### src/rtl/ram_block_sequencer.sv
// Sequences RAM_memory block reads and presents each block to the hash core via valid/ready.
// Optional stall counter output enabled by defining RAM_SEQ_STALL_CNT_EN.
module ram_block_sequencer #(
  parameter int unsigned DATA_W = 128,
  parameter int unsigned CNT_W  = 5,
  parameter int unsigned RD_LAT = 1
) (
  input  logic              clk,
  input  logic              reset_L,
  input  logic              start,
  input  logic [CNT_W-1:0]  num_blocks,
  output logic              ram_next,
  input  logic [DATA_W-1:0] ram_data,
  output logic [DATA_W-1:0] blk_data,
  output logic              blk_valid,
  input  logic              blk_ready,
  output logic              blk_last,
  output logic [CNT_W-1:0]  blk_idx,
  output logic              busy,
  output logic              done
`ifdef RAM_SEQ_STALL_CNT_EN
  ,
  output logic [15:0]       stall_cycles
`endif
);

  typedef enum logic [2:0] {
    IDLE    = 3'd0,
    FETCH   = 3'd1,
    WAIT    = 3'd2,
    PRESENT = 3'd3,
    DONE    = 3'd4
  } state_t;

  state_t           state;
  logic [2:0]       lat_cnt;
  logic [CNT_W-1:0] remaining;
  logic             is_last;

  assign is_last  = (blk_idx == remaining - CNT_W'(1));
  assign blk_last = blk_valid && is_last;

  // ram_next, busy and done are registered alongside the state so they change only on state entry
  always_ff @(posedge clk or posedge reset_L) begin
    if (reset_L) begin
      state     <= IDLE;
      lat_cnt   <= '0;
      remaining <= '0;
      ram_next  <= 1'b0;
      blk_data  <= '0;
      blk_valid <= 1'b0;
      blk_idx   <= '0;
      busy      <= 1'b0;
      done      <= 1'b0;
    end else begin
      case (state)
        IDLE: begin
          if (start) begin
            busy <= 1'b1;
            if (num_blocks != '0) begin
              remaining <= num_blocks;
              ram_next  <= 1'b1;
              state     <= FETCH;
            end else begin
              done  <= 1'b1;
              state <= DONE;
            end
          end
        end
        FETCH: begin
          ram_next <= 1'b0;
          lat_cnt  <= 3'(RD_LAT - 1);
          state    <= WAIT;
        end
        WAIT: begin
          if (lat_cnt == '0) begin
            blk_data  <= ram_data;
            blk_valid <= 1'b1;
            state     <= PRESENT;
          end else begin
            lat_cnt <= lat_cnt - 3'd1;
          end
        end
        PRESENT: begin
          if (blk_ready) begin
            blk_valid <= 1'b0;
            blk_idx   <= blk_idx + CNT_W'(1);
            if (is_last) begin
              done  <= 1'b1;
              state <= DONE;
            end else begin
              ram_next <= 1'b1;
              state    <= FETCH;
            end
          end
        end
        DONE: begin
          done    <= 1'b0;
          busy    <= 1'b0;
          blk_idx <= '0;
          state   <= IDLE;
        end
        default: begin
          ram_next  <= 1'b0;
          blk_valid <= 1'b0;
          busy      <= 1'b0;
          done      <= 1'b0;
          state     <= IDLE;
        end
      endcase
    end
  end

`ifdef RAM_SEQ_STALL_CNT_EN
  // Counts backpressure cycles for the current job; value survives DONE until the next start
  always_ff @(posedge clk or posedge reset_L) begin
    if (reset_L) begin
      stall_cycles <= '0;
    end else if (state == IDLE && start) begin
      stall_cycles <= '0;
    end else if (state == PRESENT && blk_valid && !blk_ready && stall_cycles != '1) begin
      stall_cycles <= stall_cycles + 16'd1;
    end
  end
`endif

endmodule

### config.mk
export PLATFORM = sky130hd
export DESIGN_NAME = ram_block_sequencer
export DESIGN_NICKNAME = d
export VERILOG_FILES = /design/src/rtl/ram_block_sequencer.sv
export SDC_FILE = /design/constraint.sdc
export NUM_CORES = 1
export LEC_CHECK = 0
export CAP_MARGIN = 20
export CORE_ASPECT_RATIO = 1.75
export CORE_UTILIZATION = 37
export DETAILED_ROUTE_END_ITERATION = 16
export PLACE_DENSITY_LB_ADDON = 0.08
export REMOVE_ABC_BUFFERS = 1
export SLEW_MARGIN = 5
export SYNTH_ARGS = -nofsm -noshare
export SYNTH_HDL_FRONTEND = slang
export SYNTH_SLANG_ARGS = --single-unit
### constraint.sdc
create_clock -name clk -period 5 [get_ports clk]
set_input_delay 0.75 -clock clk [delete_from_list [all_inputs] [get_ports clk]]
set_output_delay 0.75 -clock clk [all_outputs]
set_load 0.005 [all_outputs]
==> results of run 1 <==
-- final timing paths --
kind / startpoint / endpoint / slack (ps) / cells after the start
worst max register to register: lat_cnt[0]$_DFFE_PP0P_ / blk_data[126]$_DFFE_PP0P_ / 2530 / 7
max in group asynchronous: reset_L / blk_data[84]$_DFFE_PP0P_ / 3110 / 4
min in group asynchronous: reset_L / blk_data[101]$_DFFE_PP0P_ / 740 / 2
worst max-delay path: remaining[0]$_DFFE_PP0P_ / blk_last / 1630 / 7
worst min-delay path: blk_data[9]$_DFFE_PP0P_ / blk_data[9]$_DFFE_PP0P_ / 480 / 1
worst min register to register: blk_data[9]$_DFFE_PP0P_ / blk_data[9]$_DFFE_PP0P_ / 480 / 1
-- registers in the layout, indices dropped and copies added, names as in the netlist --
| signal | count |
|---|---|
| ram_next | 1 |
| state | 3 |
| busy | 1 |
| remaining | 5 |
| blk_idx | 5 |
| blk_data | 128 |
| done | 1 |
| blk_valid | 1 |
| lat_cnt | 3 |
-- worst max-delay path: stages (launching register included) --
cell	delay, ps
dfrtp_1	410
inv_1	60
ha_1	300
xor2_1	150
nand3_1	100
nor3_1	480
and2_1	220
clkdlybuf4s50_1	500
-- cell usage after synthesis, drive strengths merged (3+ instances only) --
cell type | n | area (µm²)
dfrtp | 148 | 3704
mux2 | 133 | 1516
buf | 17 | 93.84
inv | 9 | 33.78
nor2 | 9 | 38.79
nand2 | 7 | 26.28
nor3 | 5 | 30.03
o21ai | 5 | 25.02
xnor2 | 5 | 43.79
xor2 | 5 | 43.79
a22o | 4 | 36.29
ha | 4 | 50.05
a21oi | 3 | 15.01
-- metrics by stage --
stage          setup slack (ps)  total power [mW]  std cells  TNS, ps
6_report                   1633             6.062        857        0
5_1_grt                    1374             6.436        857        0
4_1_cts                    1601             6.168        856        0
3_5_place_dp               2057             4.784        824        0
3_3_place_gp               2065             4.689        824        0
2_1_floorplan             -1759             3.235        360  -198680
-- power by group --
part           leakage [nW]  total [mW]  internal [mW]  switching, mW
Clock                 0.299        1.36          0.837          0.521
Sequential             1.74        2.16           1.81          0.349
Combinational          1.87        2.55           1.67          0.881
-- area by class of cell --
cell class	count	share of cell area (%)
repair buffers	279	29.67
clock inverters	12	1.790
inverters	9	0.4110
multi-input cells	203	21.47
clock buffers	20	4.946
well taps	186	2.466
flip-flops and latches	148	39.25
-- layer usage --
layer | wire, µm | global-route usage (%) | vias up
met2 | 8718 | 35.85 | 150
met4 | 533 | 9.280 | 0
met3 | 790 | 4.459 | 33
met1 | 5368 | 21.05 | 2062
met5 | 0 | 0 | -
li1 | - | - | 1890
-- logic make-up after synthesis --
kind of cell | count (synthesis) | share of synthesized area [%]
buf+inv | 28 | 2.307
flops | 148 | 63.22
compound gates | 20 | 2.542
fa+ha+maj | 4 | 0.8544
mux | 134 | 26.06
simple gates | 34 | 3.140
xor+xnor | 11 | 1.879
==> results.md, run 1 <==
* Nets at 799
* Netlist cell types at 41
* Avg Inst Size Synth at 15.46 µm²
* Via/cell ratio at 4.825
* Initial Util at 38.07%
* Chip Height at 168.5 µm
* Clock Skews at 13.73 ps
* Area growth syn-to-layout at 61.09%
* Yosys reg bits at 148
* GRT Resource Usage Total at 19.55%
* Rel. slew slack at 40.35%
* DRC at 0
* Worst path required time at 4250 ps
* Final hold violation count at 0
* Layout cells sized above 1 at 8.793%
* Syn Inst Count at 379
* Final setup fails at 0
* Clock transition at path regs at 60 ps
* DR WL/cell at 17.98 µm
* Ports at 275
* DRT antenna net count at 0
* Antenna diodes at 0
* Initial antenna violation count at 0
* Multi-input gate area at 2026 µm²
* Max-slew violations at 0
* Post-synthesis sequential area ratio at 63.22%
* Dpl hpwl at 11,630 µm
* Crit start category: flop
* Post-Syn Area at 5858 µm²
* Most common cell after layout, fill and taps aside: clkdlybuf4s50_1
* Outcome: finished clean
* RSZ-0062 raised after global routing: false
* Max-Cap Viols at 0
* H-tree depth at 4
* Syn. warnings at 0
* Gr ovfl total at 0
* Die ar. at 16,360 µm²
* Gpl congestion at 0.8212
* Critical path fanouts, max at 5
* First-pass GRT wire length at 24,680 µm
* Hold Crit Class: flop to flop
* Initial DRC Count at 106
* Hold_ws at 481.4 ps
* Largest net degree at the start of global routing at 119
* FMAX at 0.2970 GHz
* Hold Buf Count CTS at 0
* CTS Sinks at 148
* PD cells at 642.4 nW/µm²
* Layout Utilization at 61.32%
* WL final at 15,410 µm
* CTS max path bufs at 2
* Fin area at 9437 µm²
* Filler instances at 1,252
* Crit path DAT at 2620 ps
* CP endpoint kind: primary output
* EDFF count, synth at 0
* Core area at 15,390 µm²
* Most frequent cells in the layout: clkdlybuf4s50_1, dfrtp_1, mux2_1, clkbuf_16, mux2_2
* Reg area at 3704 µm²
* Dominant synthesized flop cell: dfrtp_1
* Tmin final at 3367 ps
* Total CTS buffers at 17
* Ys async rst share at 100.0%
* IO buf count at 274
* Peak VDD IR at 351.3 µV
* Fin crit share at 67.35%
* Worst-skew pair later-pin latency at 410 ps
* Area post-placement at 8773 µm²
* Vias after detailed routing at 4,135
* Leak at 3.917 nW
* Worst-Margin Slew at 894.7 ps
* Die W at 97.12 µm
* WS Path Type: flop to primary output
* DRT Pass-1 Iters at 4
* Vias in the first global route at 4,443
* PostCTS Resize Cnt at 0
* CTS tree: done
* CTS Root Cell: clkbuf_16
* Postcts setup bufs at 0
* Row cnt at 60
Power figures use the tool's default switching activity.
==> inputs of run 2 (changes only) <==
Settings changed: CORE_UTILIZATION 37 to 41.
Clock period 5 ns to 3.5 ns, I/O delays scaled along.
==> results.md, run 2 (synthesis results as in run 1) <==
* CP bufs+invs at 2
* Max-Cap Viols at 0
* Fin cells at 846
* Dpl hpwl at 11,410 µm
* DRT Pass-1 Iters at 4
* Placed cells at 815
* Worst Setup SP: remaining[0]$_DFFE_PP0P_
* Initial antenna violation count at 0
* Antenna diodes at 0
* Fin area at 9433 µm²
* Initial Util at 42.12%
* Via/cell ratio at 4.897
* Postcts setup bufs at 0
* Filler instances at 1,074
* Die W at 92.36 µm
* Crit path max-delay cell type: nor3_1
* IO buf count at 274
* Fin crit share at 89.76%
* WS Path Type: flop to primary output
* CTS tree: done
* Area post-placement at 8787 µm²
* Crit path DAT at 2620 ps
* Chip Height at 160.1 µm
* Worst R2R End: blk_data[88]$_DFFE_PP0P_
* FMAX at 0.3183 GHz
* Tmin final at 3142 ps
* Clock transition at path regs at 60 ps
* WL final at 15,060 µm
* Max reg flops at 128
* Area growth syn-to-layout at 61.02%
* Clock Skews at 8.243 ps
* DR WL/cell at 17.80 µm
* Worst path max stage delay at 510 ps
* Worst-Margin Slew at 665.0 ps
* Ports at 275
* Hold Buf Count CTS at 0
* Worst setup path endpoint: blk_last
* Critical path fanouts, max at 5
* DRC at 0
* GRT Resource Usage Total at 21.02%
* Leak at 3.927 nW
* H-tree depth at 4
* CTS Root Cell: clkbuf_16
* Worst r2r src: lat_cnt[0]$_DFFE_PP0P_
* Nets at 798
* Rel. slew slack at 55.33%
* Total CTS buffers at 17
* Biggest registers after layout: blk_data x128, blk_idx x5, remaining x5
* Hold Crit Class: flop to flop
* Peak VDD IR at 535.0 µV
* Most common cell after layout, fill and taps aside: clkdlybuf4s50_1
* Vias in the first global route at 4,447
* Vias after detailed routing at 4,143
* Gr ovfl total at 0
* Largest net degree at the start of global routing at 101
* CP cell instances: inv_1, ha_1, xor2_1, nand3_1, nor3_1, and2_1, clkdlybuf4s50_1
* Reg2reg setup slack at 1310 ps
* Gpl congestion at 0.8085
* Outcome: finished clean
* WP depth at 7
* DRT antenna net count at 0
* Layout cells sized above 1 at 8.371%
* Final hold violation count at 0
* CTS Sinks at 148
* Most frequent cells in the layout: clkdlybuf4s50_1, dfrtp_1, mux2_1, clkbuf_16, mux2_2
* PostCTS Resize Cnt at 0
* Worst-skew pair later-pin latency at 410 ps
* CTS max path bufs at 2
* Delay-heaviest family, CP: simple AND/OR/NAND/NOR gates
* Largest Register: blk_data
* Crit start category: flop
* Layout Utilization at 67.83%
* R2R cell count at 7
* CP endpoint kind: primary output
* Initial DRC Count at 92
* First-pass GRT wire length at 23,590 µm
* Max-slew violations at 0
* RSZ-0062 raised after global routing: false
* Worst path required time at 2970 ps
* Row cnt at 57
* PD cells at 921.3 nW/µm²
* Die ar. at 14,790 µm²
* TNS Setup at 0 ps
* Final setup fails at 0
* Core area at 13,910 µm²
run 2: power breakdown:
part | internal (mW) | switching (mW) | leakage, nW
combinational | 2.39 | 1.25 | 1.87
clock | 1.28 | 0.692 | 0.314
sequential | 2.58 | 0.498 | 1.74
run 2: layout make-up:
class / count / area (µm²) / area share [%]
Clock buffer: 19 / 442.9 / 4.696
Clock inverter: 12 / 202.7 / 2.149
Inverter: 9 / 38.79 / 0.4112
Multi-Input combinational cell: 203 / 2026 / 21.47
Sequential cell: 148 / 3704 / 39.26
Tap cell: 177 / 221.5 / 2.348
Timing Repair Buffer: 278 / 2798 / 29.66
run 2: worst min path at each step:
stage / start / to / slack [ps] / cells after the start
floorplan: blk_data[0]$_DFFE_PP0P_ / blk_data[0]$_DFFE_PP0P_ / 480 / 1
global placement: blk_data[106]$_DFFE_PP0P_ / blk_data[106]$_DFFE_PP0P_ / 470 / 1
detailed placement: blk_data[48]$_DFFE_PP0P_ / blk_data[48]$_DFFE_PP0P_ / 470 / 1
CTS: blk_data[48]$_DFFE_PP0P_ / blk_data[48]$_DFFE_PP0P_ / 490 / 1
global route: blk_data[121]$_DFFE_PP0P_ / blk_data[121]$_DFFE_PP0P_ / 490 / 1
finish: blk_data[48]$_DFFE_PP0P_ / blk_data[48]$_DFFE_PP0P_ / 480 / 1
run 2: routing by layer:
layer / GRT usage [%] / vias to the layer above / routed length, µm
met3: 5.095 / 37 / 887
met4: 10.80 / 0 / 601
met2: 38.55 / 164 / 8333
met5: 0 / - / 0
li1: - / 1898 / -
met1: 21.61 / 2044 / 5233
run 2: per-stage QoR:
step / power, mW / hold slack, ps / setup slack, ps
2_1_floorplan: 4.532 / 483.0 / -3259
3_3_place_gp: 6.692 / 466.8 / 800.1
3_5_place_dp: 6.821 / 473.7 / 811.6
4_1_cts: 8.835 / 486.3 / 349.6
5_1_grt: 9.195 / 493.1 / 208.1
6_report: 8.690 / 482.0 / 358.2
==> inputs of run 3 (changes only) <==
Settings changed: SLEW_MARGIN 5 to 20.
==> results of run 3 <==
The final DEF is identical to that of run 2; final timing and power are the same.
